--- config.mk ---
export PLATFORM = sky130hd
export DESIGN_NAME = uart_rx_8n1
export DESIGN_NICKNAME = d
export VERILOG_FILES = /design/src/rtl/uart_pkg.sv /design/src/rtl/sync_ff.sv /design/src/rtl/uart_rx_8n1.sv
export SDC_FILE = /design/constraint.sdc
export NUM_CORES = 1
export LEC_CHECK = 0
export CAP_MARGIN = 40
export CELL_PAD_IN_SITES_DETAIL_PLACEMENT = 1
export CELL_PAD_IN_SITES_GLOBAL_PLACEMENT = 2
export CORE_UTILIZATION = 39
export CTS_CLUSTER_DIAMETER = 120
export DETAILED_ROUTE_END_ITERATION = 8
export PLACE_DENSITY = 0.81
export SKIP_LAST_GASP = 1
export SLEW_MARGIN = 0
export SYNTH_ARGS = -nofsm -noshare
export SYNTH_HDL_FRONTEND = slang
export SYNTH_HIERARCHICAL = 1
export SYNTH_SLANG_ARGS = --single-unit
export TNS_END_PERCENT = 1
--- constraint.sdc ---
create_clock -name clk_12p0 -period 1.85 [get_ports clk_12p0]
set_input_delay 0.37 -clock clk_12p0 [delete_from_list [all_inputs] [get_ports clk_12p0]]
set_output_delay 0.37 -clock clk_12p0 [all_outputs]
set_load 0.02 [all_outputs]
--- src/rtl/uart_pkg.sv ---
// Shared UART definitions: receiver FSM states and the default bit period.
// Used by both the receive and transmit paths.
package uart_pkg;

    // 12 MHz clock / 115200 baud, rounded to the nearest whole cycle
    localparam int unsigned UART_CLKS_PER_BIT = 104;

    typedef enum logic [1:0] {
        ST_IDLE  = 2'd0,
        ST_START = 2'd1,
        ST_DATA  = 2'd2,
        ST_STOP  = 2'd3
    } uart_state_e;

endpackage

--- src/rtl/sync_ff.sv ---
// Multi-flop synchronizer for a single asynchronous bit.
// Every stage resets to 1, the idle level of a UART line.
module sync_ff #(
    parameter int unsigned STAGES = 2
) (
    input  logic clk_i,
    input  logic rst_n,
    input  logic d_i,
    output logic q_o
);

    if (STAGES < 1) begin : g_bad_stages
        $error("sync_ff: STAGES must be at least 1");
    end

    logic [STAGES-1:0] sync_q;

    // shift chain, oldest sample in the MSB
    always_ff @(posedge clk_i or negedge rst_n) begin
        if (!rst_n) begin
            sync_q <= '1;
        end else begin
            sync_q <= STAGES'({sync_q, d_i});
        end
    end

    assign q_o = sync_q[STAGES-1];

endmodule

--- src/rtl/uart_rx_8n1.sv ---
// 8N1 UART receiver with valid/ready output handshake, frame-error and
// overrun pulses. Bits are sampled mid-period on the synchronized line.
module uart_rx_8n1
    import uart_pkg::*;
#(
    parameter int unsigned CLKS_PER_BIT = UART_CLKS_PER_BIT,
    parameter int unsigned SYNC_STAGES  = 2
) (
    input  logic       clk_12p0,
    input  logic       rst_n,
    input  logic       rx_i,
    output logic [7:0] data_o,
    output logic       valid_o,
    input  logic       ready_i,
    output logic       frame_err_o,
    output logic       overrun_o,
    output logic       busy_o
);

    if (CLKS_PER_BIT < 4) begin : g_bad_cpb
        $error("uart_rx_8n1: CLKS_PER_BIT must be at least 4");
    end

    localparam int unsigned      CNT_W    = $clog2(CLKS_PER_BIT);
    localparam logic [CNT_W-1:0] CNT_HALF = CNT_W'(CLKS_PER_BIT / 2 - 1);
    localparam logic [CNT_W-1:0] CNT_LAST = CNT_W'(CLKS_PER_BIT - 1);

    logic             rxs_s;
    logic             rxs_prev_q;
    uart_state_e      state_q, state_d;
    logic [CNT_W-1:0] cnt_q, cnt_d;
    logic [2:0]       bit_q, bit_d;
    logic [7:0]       shift_q, shift_d;
    logic [7:0]       data_q, data_d;
    logic             valid_q, valid_d;
    logic             ferr_q, ferr_d;
    logic             ovr_q, ovr_d;
    logic             busy_q, busy_d;
    logic             stop_ok_s;
    logic             stop_bad_s;

    sync_ff #(
        .STAGES (SYNC_STAGES)
    ) u_sync (
        .clk_i (clk_12p0),
        .rst_n (rst_n),
        .d_i   (rx_i),
        .q_o   (rxs_s)
    );

    // previous synchronized sample for start-edge detection
    always_ff @(posedge clk_12p0 or negedge rst_n) begin
        if (!rst_n) begin
            rxs_prev_q <= 1'b1;
        end else begin
            rxs_prev_q <= rxs_s;
        end
    end

    // frame sequencing: start qualification, data shifting, stop sampling
    always_comb begin
        state_d    = state_q;
        cnt_d      = cnt_q + CNT_W'(1);
        bit_d      = bit_q;
        shift_d    = shift_q;
        stop_ok_s  = 1'b0;
        stop_bad_s = 1'b0;
        case (state_q)
            ST_IDLE: begin
                cnt_d = '0;
                if (rxs_prev_q && !rxs_s) begin
                    state_d = ST_START;
                end else begin
                    state_d = ST_IDLE;
                end
            end
            ST_START: begin
                if (cnt_q == CNT_HALF) begin
                    cnt_d = '0;
                    bit_d = 3'd0;
                    if (!rxs_s) begin
                        state_d = ST_DATA;
                    end else begin
                        state_d = ST_IDLE;
                    end
                end else begin
                    state_d = ST_START;
                end
            end
            ST_DATA: begin
                if (cnt_q == CNT_LAST) begin
                    cnt_d   = '0;
                    shift_d = {rxs_s, shift_q[7:1]};
                    bit_d   = bit_q + 3'd1;
                    if (bit_q == 3'd7) begin
                        state_d = ST_STOP;
                    end else begin
                        state_d = ST_DATA;
                    end
                end else begin
                    state_d = ST_DATA;
                end
            end
            ST_STOP: begin
                if (cnt_q == CNT_LAST) begin
                    cnt_d   = '0;
                    state_d = ST_IDLE;
                    if (rxs_s) begin
                        stop_ok_s = 1'b1;
                    end else begin
                        stop_bad_s = 1'b1;
                    end
                end else begin
                    state_d = ST_STOP;
                end
            end
            default: begin
                state_d = ST_IDLE;
                cnt_d   = '0;
            end
        endcase
    end

    // output holding register: a delivery only wins if the slot is free or being drained
    always_comb begin
        data_d  = data_q;
        valid_d = valid_q && !ready_i;
        ferr_d  = 1'b0;
        ovr_d   = 1'b0;
        busy_d  = (state_d != ST_IDLE);
        if (stop_ok_s) begin
            if (valid_q && !ready_i) begin
                ovr_d = 1'b1;
            end else begin
                data_d  = shift_q;
                valid_d = 1'b1;
            end
        end else begin
            ferr_d = stop_bad_s;
        end
    end

    // state and datapath registers
    always_ff @(posedge clk_12p0 or negedge rst_n) begin
        if (!rst_n) begin
            state_q <= ST_IDLE;
            cnt_q   <= '0;
            bit_q   <= 3'd0;
            shift_q <= 8'h00;
        end else begin
            state_q <= state_d;
            cnt_q   <= cnt_d;
            bit_q   <= bit_d;
            shift_q <= shift_d;
        end
    end

    // registered outputs
    always_ff @(posedge clk_12p0 or negedge rst_n) begin
        if (!rst_n) begin
            data_q  <= 8'h00;
            valid_q <= 1'b0;
            ferr_q  <= 1'b0;
            ovr_q   <= 1'b0;
            busy_q  <= 1'b0;
        end else begin
            data_q  <= data_d;
            valid_q <= valid_d;
            ferr_q  <= ferr_d;
            ovr_q   <= ovr_d;
            busy_q  <= busy_d;
        end
    end

    assign data_o      = data_q;
    assign valid_o     = valid_q;
    assign frame_err_o = ferr_q;
    assign overrun_o   = ovr_q;
    assign busy_o      = busy_q;

endmodule

==> summary.txt <==
Die
  • FP Rows: 23
  • Core ar.: ~4000 um2
  • Chip Height: between 60 and 70 um
  • Die ar.: between 4000 and 5000 um2
  • Top-level port count: 16
  • Initial Util: 40.6%
  • Die width: roughly 66 um

Clock tree
  • Root buf cell: clkbuf_8
  • CTS Hold Bufs: 0
  • Clock Path Buffers: 2
  • Clk slew on worst S/H paths: approximately 0.070 ns
  • Post_cts resized: 0
  • H-tree depth: 2
  • Sink Count: 35
  • Total CTS buffers: 5
  • CTS tree: built
  • Postcts setup bufs: 0
  • Worst-skew pair later-pin latency: 0.29 ns

Placement
  • PortBufs: 15
  • Gpl congestion: ~0.78
  • Detailed placement HPWL: ~2400 um
  • DP Area: between 1500 and 2000 um2
  • Worst slack, placed: about 0.071 ns

STA
  • Final setup viols: 0
  • Crit share post-route: ~92%
  • Worst setup margin: 0.148 ns
  • Period minus WS final: between 1.5 and 2 ns
  • Worst rel slew slack: a little over two thirds
  • TNS Setup: 0 ns
  • Fin. Hold Viols: 0
  • Fin. max-slew vios: 0
  • Worst Tran Pin Value: around 0.45 ns
  • Worst Clk Skew: roughly 0.011 ns
  • RSZ-0062 raised after global routing: false
  • Hold_ws: about 0.36 ns
  • FMAX: 588 MHz

Logic synthesis
  • Seq/Total Area, Yosys: between 50% and 60%
  • Top_reg_cell synth: dfrtp_1
  • Ys Warns: 6
  • Mean post-synth cell area: approximately 13 um2
  • Synth top area share: between 40 and 50%
  • Most frequent cells after synthesis: dfrtp_1 (32), nor2_1 (10), mux2_2 (8), mux2_4 (8), nand2_1 (8)
  • EDFF count, synth: 0
  • Top-count cell post-synth: dfrtp_1
  • Distinct cells, synth: 37
  • Cells after Synth: between 100 and 150
  • Post-synth ARST share: 100%
  • Cell taking the most area after synthesis: dfrtp_1
  • Syn nets: about 130
  • Mapped Area: 1610 um2
  • Cell types occupying the most area after synthesis: dfrtp_1 (50%), mux2_4 (7.4%), mux2_2 (5.6%)
  • Flops & latches, synth: 35

Global route
  • Vias in the first global route: between 1000 and 1500
  • Total GRT Usage: 17.0%
  • First-pass GRT wire length: approximately 5400 um
  • Initial antenna violation count: 0
  • Overflow left after global routing: 0
  • Largest net degree at the start of global routing: 36

Detailed routing
  • WL/cell: 16.5 um
  • DRC violation total after the first TritonRoute iteration: 29
  • Drt via density: between 5 and 6
  • Drt first pass iters: 4
  • Final wirelength: 3240 um
  • # DRC: 0
  • Vias after detailed routing: around 1000
  • Post-DRT Antenna Nets: 0

Min path
  • Hold_sp: u_sync/sync_q[0]
  • Hold/Removal Path Class: flop to flop

Final layout
  • P&R area growth vs syn: 21.2%
  • Nets: 156
  • # diodes: 0
  • Share of layout cells above drive strength 1: between 20% and 30%
  • Final Cell Area: slightly below 2000 um2

Power
  • Max IR drop VDD: roughly 360 uV
  • Cell Pwr Density: 923 nW/um2
  • Leak Pwr: 0.887 nW

Critical path
  • Critical Path RT: approximately 2 ns
  • Launching point of the worst reg2reg path: cnt_q[0]
  • WP data arrival: ~1.9 ns
  • Critical path class: flop to flop
  • CP startpoint: cnt_q[0]
  • Startpoint class of the critical path: flop
  • Max FO, Critical Path: 8
  • Crit end category: flop

Job
  • MaxCap Viol Count: 0

Status
  • Status: finished clean
## cells by family after synthesis
family | Yosys count | synth area share, %
AOI/OAI and AO/OA | 15 | 7.53
adders and majority gates | 7 | 5.43
muxes | 16 | 13.0
xor gates and xnor gates | 4 | 2.17
buffers and inverters | 7 | 2.64
and+or+nand+nor | 38 | 14.7
DFF | 35 | 54.5
## report_power, final
| part | switching [mW] | internal, mW | leakage, nW |
|---|---|---|---|
| registers | 0.0254 | 0.808 | 0.474 |
| logic | 0.159 | 0.105 | 0.352 |
| clock network | 0.271 | 0.436 | 0.0612 |
## state kept, by name, summed over array words and instances, names as in the netlist
register,flops
bit_q,3
busy_o,1
cnt_q,7
data_o,8
frame_err_o,1
overrun_o,1
rxs_prev_q,1
shift_q,8
state_q,2
u_sync/sync_q,2
valid_o,1
## worst max-delay path: stages, from the launching register on
cell and delay, ns:
dfrtp_1 0.39, ha_1 0.26, nand2_1 0.18, nor2_4 0.06, buf_4 0.15, nand2_2 0.17
mux2_2 0.36
## through the flow
stage / std cells / util [%] / power, mW
floorplan: 122 / - / 1.01
global placement: 188 / 46.3 / 1.10
detailed placement: 188 / 46.3 / 1.11
CTS: 196 / 49.2 / 1.83
global route: 196 / 49.2 / 1.89
finish: 196 / 49.2 / 1.80
## cells in the final DEF, fill, tap and decap left out, types with 2 or more instances in the layout
| cell | synthesis | final |
|---|---|---|
| buf_4 | 0 | 2 |
| nand3_1 | 4 | 4 |
| clkdlybuf4s50_1 | 0 | 15 |
| nand4_1 | 3 | 3 |
| inv_1 | 5 | 5 |
| a21oi_1 | 2 | 2 |
| nor2_1 | 10 | 10 |
| nand2_1 | 8 | 8 |
| mux2_2 | 8 | 8 |
| clkbuf_8 | 0 | 6 |
| ha_1 | 7 | 7 |
| mux2_4 | 8 | 8 |
| xor2_1 | 3 | 3 |
| o221ai_1 | 2 | 2 |
| nor2b_1 | 2 | 2 |
| o21ai_0 | 3 | 3 |
| dfrtp_1 | 32 | 32 |
| dfstp_2 | 3 | 3 |
## layer usage
metal	vias up	track usage (%)	routed length, um
met3	4	4.14	70
li1	481	-	-
met5	-	0	0
met2	12	25.8	1560
met4	0	7.98	54
met1	527	22.8	1550
## cell type report
class,instances,area [um2]
clock buffers,6,82.6
inverters,5,18.8
well taps,50,62.6
multi-input cells,80,691
clock inverters,2,35.0
flip-flops and latches,35,880
fillers,422,2020
repair buffers,18,185
## worst paths after layout
path	end	slack (ns)	cells past startpoint
worst max-delay path	shift_q[2]	0.15	6
worst min-delay path	u_sync/sync_q[1]	0.36	0
worst max register to register	shift_q[2]	0.15	6
worst min register to register	u_sync/sync_q[1]	0.36	0
max in group asynchronous	rxs_prev_q	1.14	2
min in group asynchronous	busy_o	0.45	2
Power figures use the tool's default switching activity.
